## config.mk

```make
export PLATFORM = sky130hd
export DESIGN_NAME = tx_scheduler
export DESIGN_NICKNAME = d
export VERILOG_FILES = /design/src/rtl/tx_scheduler.sv
export SDC_FILE = /design/constraint.sdc
export NUM_CORES = 1
export LEC_CHECK = 0
export BUFFER_PORTS_ARGS = -buffer_cell sky130_fd_sc_hd__buf_2
export CAP_MARGIN = 20
export CORE_MARGIN = 2
export CORE_UTILIZATION = 39
export CTS_BUF_LIST = sky130_fd_sc_hd__clkbuf_8
export DETAILED_ROUTE_END_ITERATION = 6
export SLEW_MARGIN = 20
export SYNTH_ARGS = -nofsm -noshare
export SYNTH_HDL_FRONTEND = slang
export SYNTH_SLANG_ARGS = --single-unit
```

## constraint.sdc

```tcl
create_clock -name Clock -period 1.7 [get_ports Clock]
set_input_delay 0.17 -clock Clock [delete_from_list [all_inputs] [get_ports Clock]]
set_output_delay 0.17 -clock Clock [all_outputs]
set_load 0.03 [all_outputs]
```

## src/rtl/tx_scheduler.sv

```systemverilog
// Round-robin scheduler sharing one UART transmitter among NREQ requesters; also owns the baud divider.
// Optional WAIT abort on missing TxDone: define TX_SCHED_TIMEOUT_EN.
module tx_scheduler #(
    parameter int unsigned NREQ          = 4,
    parameter int unsigned BAUD_DIV      = 5208,
    parameter int unsigned LOAD_HOLD     = 16,
    parameter int unsigned GAP_CYCLES    = 16,
    parameter int unsigned TIMEOUT_TICKS = 12
) (
    input  logic                Clock,
    input  logic                Reset,
    input  logic [NREQ-1:0]     Req,
    input  logic [8*NREQ-1:0]   ReqData,
    output logic [NREQ-1:0]     Grant,
    output logic [7:0]          TxData,
    output logic                TxLoad,
    output logic                TxEnable,
    input  logic                TxDone,
    output logic                Busy,
    output logic                Timeout
);
    localparam int unsigned PW   = (NREQ > 1) ? $clog2(NREQ) : 1;
    localparam int unsigned DW   = $clog2(BAUD_DIV);
    localparam int unsigned CMAX = (LOAD_HOLD > GAP_CYCLES) ? LOAD_HOLD : GAP_CYCLES;
    localparam int unsigned CW   = $clog2(CMAX + 1);

    typedef enum logic [1:0] {S_IDLE, S_LOAD, S_WAIT, S_GAP} state_e;

    state_e          state_q, state_d;
    logic [PW-1:0]   ptr_q, ptr_d;
    logic [CW-1:0]   cnt_q, cnt_d;
    logic [DW-1:0]   div_q;
    logic            txen_q;
    logic [NREQ-1:0] grant_q, grant_d;
    logic [7:0]      data_q, data_d;
    logic            load_q, load_d;
    logic            timeout_q, timeout_d;
`ifdef TX_SCHED_TIMEOUT_EN
    localparam int unsigned TW = $clog2(TIMEOUT_TICKS + 1);
    logic [TW-1:0]   to_cnt_q, to_cnt_d;
`endif

    // First set request at or above the pointer, wrapping around.
    logic            win_found;
    logic [PW-1:0]   win_idx;
    int unsigned     idx;
    always_comb begin
        win_found = 1'b0;
        win_idx   = '0;
        idx       = 0;
        for (int k = 0; k < NREQ; k++) begin
            idx = int'(ptr_q) + k;
            if (idx >= NREQ) idx = idx - NREQ;
            if (!win_found && Req[idx]) begin
                win_found = 1'b1;
                win_idx   = PW'(idx);
            end
        end
    end

    always_comb begin
        state_d   = state_q;
        ptr_d     = ptr_q;
        cnt_d     = cnt_q;
        grant_d   = '0;
        data_d    = data_q;
        load_d    = load_q;
        timeout_d = 1'b0;
`ifdef TX_SCHED_TIMEOUT_EN
        to_cnt_d  = to_cnt_q;
`endif
        case (state_q)
            S_IDLE: if (win_found) begin
                state_d          = S_LOAD;
                grant_d[win_idx] = 1'b1;
                data_d           = ReqData[8*win_idx +: 8];
                load_d           = 1'b1;
                cnt_d            = '0;
                ptr_d            = (win_idx == PW'(NREQ-1)) ? '0 : win_idx + 1'b1;
            end
            S_LOAD: if (cnt_q == CW'(LOAD_HOLD-1)) begin
                state_d  = S_WAIT;
                load_d   = 1'b0;
                cnt_d    = '0;
`ifdef TX_SCHED_TIMEOUT_EN
                to_cnt_d = '0;
`endif
            end else begin
                cnt_d = cnt_q + 1'b1;
            end
            S_WAIT: if (TxDone) begin
                state_d = S_GAP;
                cnt_d   = '0;
`ifdef TX_SCHED_TIMEOUT_EN
            end else if (txen_q) begin
                // TxDone on the terminal tick takes the branch above, so no abort.
                if (to_cnt_q == TW'(TIMEOUT_TICKS-1)) begin
                    state_d   = S_GAP;
                    cnt_d     = '0;
                    timeout_d = 1'b1;
                end else begin
                    to_cnt_d = to_cnt_q + 1'b1;
                end
`endif
            end
            S_GAP: if (cnt_q == CW'(GAP_CYCLES-1)) begin
                state_d = S_IDLE;
            end else begin
                cnt_d = cnt_q + 1'b1;
            end
            default: state_d = S_IDLE;
        endcase
    end

    always_ff @(posedge Clock or negedge Reset) begin
        if (!Reset) begin
            state_q   <= S_IDLE;
            ptr_q     <= '0;
            cnt_q     <= '0;
            grant_q   <= '0;
            data_q    <= 8'h00;
            load_q    <= 1'b0;
            timeout_q <= 1'b0;
`ifdef TX_SCHED_TIMEOUT_EN
            to_cnt_q  <= '0;
`endif
        end else begin
            state_q   <= state_d;
            ptr_q     <= ptr_d;
            cnt_q     <= cnt_d;
            grant_q   <= grant_d;
            data_q    <= data_d;
            load_q    <= load_d;
            timeout_q <= timeout_d;
`ifdef TX_SCHED_TIMEOUT_EN
            to_cnt_q  <= to_cnt_d;
`endif
        end
    end

    // Free-running baud divider, independent of the scheduler state.
    always_ff @(posedge Clock or negedge Reset) begin
        if (!Reset) begin
            div_q  <= '0;
            txen_q <= 1'b0;
        end else begin
            txen_q <= (div_q == DW'(BAUD_DIV-1));
            div_q  <= (div_q == DW'(BAUD_DIV-1)) ? '0 : div_q + 1'b1;
        end
    end

    assign Grant    = grant_q;
    assign TxData   = data_q;
    assign TxLoad   = load_q;
    assign TxEnable = txen_q;
    assign Busy     = (state_q != S_IDLE);
`ifdef TX_SCHED_TIMEOUT_EN
    assign Timeout  = timeout_q;
`else
    assign Timeout  = 1'b0;
`endif
endmodule

```

==> results of run 1 <==
[worst max-delay path: stages (launching register included)]
cell       delay (ns)
dfrtp_2          0.44
nand2b_1         0.17
a21o_1           0.23
buf_4            0.19
a21boi_0         0.24
a2111oi_2        0.06
a211oi_1         0.21
[repair_timing]
| action | in CTS | in global routing |
|---|---|---|
| pin swaps | 1 | 4 |
| setup endpoints to repair | 10 | 13 |
| cloned | 0 | 0 |
| endpoints found under the hold margin | 36 | 0 |
| buffers inserted | 2 | 3 |
| hold buffers | 1 | 0 |
| resized for setup | 5 | 12 |
[logic make-up (layout without fill, tap and decap cells)]
logic type / after synthesis / in the layout / synth area share [%]
buf+inv: 18 / 96 / 4.90
flops: 36 / 36 / 44.1
simple gates: 66 / 66 / 16.6
fa+ha+maj: 9 / 9 / 5.51
other cells: 1 / 1 / 0.184
mux: 9 / 9 / 4.41
xor+xnor: 10 / 10 / 4.29
compound gates: 51 / 51 / 20.0
[synth_stat cells (2+ instances only)]
cell	number
nor2_1	20
a2111oi_2	8
o21ai_0	9
nand4_1	2
nand2_1	17
nor3_1	4
inv_1	11
mux2i_1	9
and2_1	2
buf_6	2
nand3_1	6
and3_1	4
xor2_1	6
a21oi_1	8
a21boi_0	9
nor2b_1	3
xnor2_1	4
dfrtp_1	36
ha_1	9
a211oi_1	8
buf_4	2
[how the worst max path moves through the flow]
stage	to	slack, ns	startpoint
2_1_floorplan	TxData[2]	0.03	state_q[0]
3_3_place_gp	TxData[5]	-0.05	ptr_q[1]
3_5_place_dp	TxData[6]	-0.12	ptr_q[1]
4_1_cts	TxData[2]	0.0003	state_q[1]
5_1_grt	TxData[7]	-0.02	ptr_q[1]
6_report	TxData[7]	0.07	ptr_q[1]
[state kept, by name, summed over array words and instances, names as in the netlist]
| register | flops |
|---|---|
| TxLoad | 1 |
| state_q | 2 |
| TxEnable | 1 |
| div_q | 13 |
| cnt_q | 5 |
| Grant | 4 |
| ptr_q | 2 |
| TxData | 8 |
[power by group]
group          switching [mW]  internal, mW  leakage (nW)
Sequential              0.123          1.06         0.448
Clock                   0.317         0.518        0.0645
Combinational            1.16         0.798         0.770
Total                    1.60          2.38          1.28
[area by class of cell]
| class | instances | area [um^2] | share of cell area [%] |
|---|---|---|---|
| inverter | 13 | 58.8 | 2.19 |
| clock inverter | 1 | 30.0 | 1.12 |
| timing repair buffer | 75 | 445 | 16.6 |
| multi-input combinational | 146 | 1060 | 39.7 |
| clock buffer | 7 | 96.3 | 3.59 |
| sequential | 36 | 902 | 33.6 |
| tap | 70 | 87.6 | 3.26 |
[per-layer routing]
metal,share of wire (%),wire (um)
met5,0,0
met4,2.1,97
met3,4.5,209
met2,47,2190
met1,46,2120
==> flow_summary_export.csv, run 1 <==
group,metric,value,unit
run_status,outcome,"finished clean",
grt,grt_util_met1,20.8,%
sta,final-setup-viol-count,0,
grt,grt_pass1_wl,7.46,mm
cells_and_area,finalNonFillerCells,348,
synthesis,synthArstFlopShare,100,%
cts,cts_tree,"built",
sta,slew_violations,0,
grt,grtUsageMet3,4.15,%
place,place_hpwl,3.36,mm
synthesis,ys_types,42,
cts,root_buffer,"clkbuf_8",
drt,wl_per_cell,13.3,um
worst_setup_path,regToRegSetupSlack,0.07,ns
power_and_ir_drop,power_per_cell_area,1480,mW/mm^2
grt,grt_max_degree,37,
floorplanning,die_h,76.4,um
drt,vias_per_cell,4.94,
drt,wl,4.62,mm
worst_hold_path,holdCritStartpoint,"ReqData[29]",
cells_and_area,area_growth,31.4,%
power_and_ir_drop,p_total,3.98,mW
synthesis,synth-seq-cells,36,
synthesis,ys_seq_area_share,44.1,%
cts,numCtsBuffers,5,
grt,grtUsageMet2,26.1,%
worst_setup_path,cp-end-kind,"register",
drt,vias,1719,
synthesis,netlist_area,0.00204,mm^2
sta,period_minus_slack,1.63,ns
grt,grt.overflow.total,0,
drt,drcViolationCount,0,
cts,clock_path_buffers,2,
worst_hold_path,hold_path_depth,3,
worst_hold_path,hold_class,"input pin to register",
synthesis,yosysTopAreaCell,"dfrtp_1",
sta,rsz0062_at_grt,"yes",
cts,htreeDepth,2,
sta,whs,0.199,ns
grt,grt_pass1_vias,1613,
worst_hold_path,min_to,"TxData[5]",
worst_setup_path,worstSetupPathType,"register to register",
worst_setup_path,crit_required,1.91,ns
cells_and_area,num-nets-final,325,
cells_and_area,most-common-layout-cells,"53 x buf_2, 35 x dfrtp_1, 20 x buf_4, 19 x nor2_1, 17 x nand2_1",
power_and_ir_drop,vdd_ir_drop_max,784,uV
sta,finalHoldViolations,0,
cells_and_area,antenna_cells,0,
synthesis,netlist.area_leader.share,44.1,%
sta,worst_slack,0.0717,ns
synthesis,synth_flop_cell,"dfrtp_1",
cells_and_area,final_util,52.9,%
cts,clock_sinks,36,
floorplanning,die_x,76.4,um
floorplanning,start_util,40.3,%
place,port_buffers,53,
grt,antenna_found_initial,0,
synthesis,synth_edf_count,0,
place,place_ws,-0.123,ns
worst_setup_path,arrival,1.84,ns
worst_setup_path,cp_max_fo,8,
synthesis,ys_top_cells_by_area,"dfrtp_1 44%, a2111oi_2 5.9%, ha_1 5.5%",
worst_setup_path,critPathLaunchType,"register",
place,dp_cells,334,
drt,ant_nets,0,
floorplanning,core_area,0.00507,mm^2
power_and_ir_drop,p_leak,1.28,nW
sta,fmax,0.614,GHz
place,dpl-instance-area,0.00249,mm^2
cts,clkSlewWorstSetupHoldPaths,0.07,ns
drt,drt_iter0_drc,90,
run,maxCapViolCount,0,
cells_and_area,drive_above_1_share,38.1,%
cts,clk_latency,0.29,ns
synthesis,ys_warn_count,0,
grt,busiest_layer,"met2",
sta,period_share,95.8,%
synthesis,avgSynthCellArea,10.2,um^2
floorplanning,io_pins,55,
cells_and_area,fin_area,0.00269,mm^2
worst_setup_path,r2r-end,"TxData[7]",
cells_and_area,final_common_cell,"buf_2",
cells_and_area,n_fill_cell,511,
grt,track_usage,16.3,%
floorplanning,die_area,0.00583,mm^2
sta,final.setup_skew,0.00726,ns
synthesis,mappedNetlistNets,248,
drt,firstDrtPassIters,4,
synthesis,synthCells,200,
sta,tns,0,ns
worst_setup_path,r2r_cells,6,
place,gp_congestion,0.767,
worst_setup_path,r2r-start,"ptr_q[1]",
floorplanning,rows,26,
No activity file was read; power rests on OpenSTA's default activity.
==> inputs of run 2 (changes only) <==
--- a/config.mk
+++ b/config.mk
@@ -7,10 +7,12 @@
 export LEC_CHECK = 0
 export BUFFER_PORTS_ARGS = -buffer_cell sky130_fd_sc_hd__buf_2
 export CAP_MARGIN = 20
-export CORE_MARGIN = 2
+export CORE_ASPECT_RATIO = 0.9
+export CORE_MARGIN = 3
 export CORE_UTILIZATION = 39
 export CTS_BUF_LIST = sky130_fd_sc_hd__clkbuf_8
 export DETAILED_ROUTE_END_ITERATION = 6
+export RECOVER_POWER = 100
 export SLEW_MARGIN = 20
 export SYNTH_ARGS = -nofsm -noshare
 export SYNTH_HDL_FRONTEND = slang
==> run 2 against run 1 <==
  * Final area increased by 1.1%
  * Clock skew decreased by 0.00085 ns
  * Sequential share of layout area decreased by 0.36 points
  * Total power decreased by 0.49%
  * Combinational power increased by 8%
  * Highest routed layer unchanged
  * Register-to-register slack got worse by 0.05 ns
  * Critical path depth increased by 1
  * Worst hold slack improved by 0.014 ns
  * Cell count decreased by 0.86%
  * Worst setup slack got worse by 0.051 ns
  * Wire length increased by 0.13%
  * Critical endpoint is now TxData[0]
  * Non-clock buffer count increased by 2
  * Critical path type unchanged
==> flow_summary_export.csv, run 2 (same netlist as run 1, synthesis figures left out) <==
group,metric,value,unit
sta,whs,0.213,ns
sta,relSlewSlack,41.5,%
drt,ant_nets,0,
sta,finalHoldViolations,0,
place,place_ws,0.00640,ns
cells_and_area,drive_above_1_share,33.9,%
sta,rsz0062_at_grt,"yes",
drt,wl_per_cell,13.4,um
drt,vias,1713,
power_and_ir_drop,p_total,3.96,mW
floorplanning,die_h,74.7,um
power_and_ir_drop,power_per_cell_area,1460,mW/mm^2
sta,worst_slack,0.0210,ns
sta,period_minus_slack,1.68,ns
drt,firstDrtPassIters,4,
floorplanning,die_x,82.3,um
cells_and_area,num-nets-final,327,
worst_setup_path,arrival,1.85,ns
grt,grt_pass1_vias,1583,
power_and_ir_drop,p_leak,1.23,nW
worst_setup_path,cp.buffers_inverters,2,
cts,numCtsBuffers,5,
cts,cts_tree,"built",
place,place_hpwl,3.52,mm
cts,clk_latency,0.29,ns
place,dp_cells,334,
cells_and_area,area_growth,32.8,%
floorplanning,start_util,41.2,%
grt,grt.overflow.total,0,
worst_setup_path,path_cells,"mux2i_1, o22a_1, buf_12, nand2_8, inv_8, a2111oi_2, a211oi_1",
worst_setup_path,crit_path_max_incr_delay,0.44,ns
floorplanning,die_area,0.00614,mm^2
cells_and_area,finalNonFillerCells,345,
sta,period_share,98.8,%
worst_setup_path,r2r_cells,7,
sta,slew_violations,0,
cts,clkSlewWorstSetupHoldPaths,0.08,ns
worst_setup_path,cp_slowest_cell,"dfrtp_2",
cells_and_area,most-common-layout-cells,"39 x buf_2, 35 x dfrtp_1, 20 x nor2_1, 19 x buf_4, 17 x nand2_1",
grt,antenna_found_initial,0,
grt,track_usage,15.6,%
worst_hold_path,holdCritStartpoint,"ReqData[26]",
cts,root_buffer,"clkbuf_8",
grt,grt_max_degree,37,
worst_setup_path,r2r-end,"TxData[0]",
power_and_ir_drop,vdd_ir_drop_max,947,uV
worst_setup_path,worstSetupPathType,"register to register",
worst_setup_path,r2r-start,"ptr_q[1]",
cells_and_area,antenna_cells,0,
sta,final-setup-viol-count,0,
worst_setup_path,cp_max_fo,10,
sta,tns,0,ns
floorplanning,rows,24,
floorplanning,io_pins,55,
worst_setup_path,critical-path-top-delay-family,"compound AO/OA/AOI/OAI gates",
sta,final.setup_skew,0.00642,ns
cells_and_area,final_common_cell,"buf_2",
drt,vias_per_cell,4.97,
worst_setup_path,critPathLaunch,"ptr_q[1]",
floorplanning,core_area,0.00495,mm^2
drt,drt_iter0_drc,55,
cts,clock_sinks,36,
place,port_buffers,53,
grt,grt_pass1_wl,7.31,mm
drt,wl,4.62,mm
place,dpl-instance-area,0.00252,mm^2
cells_and_area,regMostFlops,"div_q",
run_status,outcome,"finished clean",
cts,htreeDepth,2,
cells_and_area,final_util,54.8,%
worst_setup_path,crit_required,1.87,ns
worst_setup_path,cp-end-kind,"register",
cells_and_area,largest_register_ffs,13,
cts,clock_path_buffers,2,
cells_and_area,fin_area,0.00271,mm^2
worst_setup_path,regToRegSetupSlack,0.02,ns
worst_hold_path,min_to,"TxData[2]",
sta,worst_pin_slew,0.877,ns
worst_hold_path,hold_class,"input pin to register",
worst_setup_path,critPathLaunchType,"register",
run,maxCapViolCount,0,
worst_hold_path,hold_path_depth,3,
place,gp_congestion,0.770,
sta,fmax,0.596,GHz
drt,drcViolationCount,0,
run 2: timing repair:
item                                    4_1_cts  5_1_grt
endpoints found under the hold margin        36        0
endpoints found under the setup margin        1       14
gates resized for setup                       0       23
pin swaps                                     2        4
buffers inserted                              1        1
hold buffers                                  1        0
run 2: worst max path at each step:
stage                     depth (start not counted)   endpoint  slack [ns]
after detailed placement                          7  TxData[6]       0.006
after CTS                                         9   cnt_q[3]       0.004
after global routing                              7  TxData[0]       -0.03
final                                             7  TxData[0]        0.02
after global placement                            9   cnt_q[3]        0.05
after floorplan                                   6  TxData[2]        0.03
run 2: area by class of cell:
type | count | area (um^2)
fill | 464 | 2240
clock buffer | 6 | 82.6
clock inverter | 2 | 13.8
multi-input combinational | 146 | 1140
timing repair buffer | 77 | 433
inverter | 13 | 58.8
sequential | 36 | 902
tap | 65 | 81.3
run 2: power breakdown:
group | total (mW) | leakage [nW] | switching [mW] | internal, mW
Combinational | 2.11 | 0.732 | 1.24 | 0.863
Clock | 0.660 | 0.0516 | 0.328 | 0.331
Sequential | 1.20 | 0.448 | 0.133 | 1.06
Total | 3.96 | 1.23 | 1.71 | 2.26
run 2: metal layers:
| layer | vias up | track usage, % | wire (um) |
|---|---|---|---|
| li1 | 873 | - | - |
| met1 | 802 | 21.8 | 2140 |
| met2 | 29 | 23.6 | 2250 |
| met3 | 9 | 3.35 | 164 |
| met4 | 0 | 6.64 | 68 |
| met5 | - | 0 | 0 |
run 2: worst min-delay path: stages:
cell and delay, ns:
buf_2 0.10, mux2i_1 0.12, a211oi_1 0.08
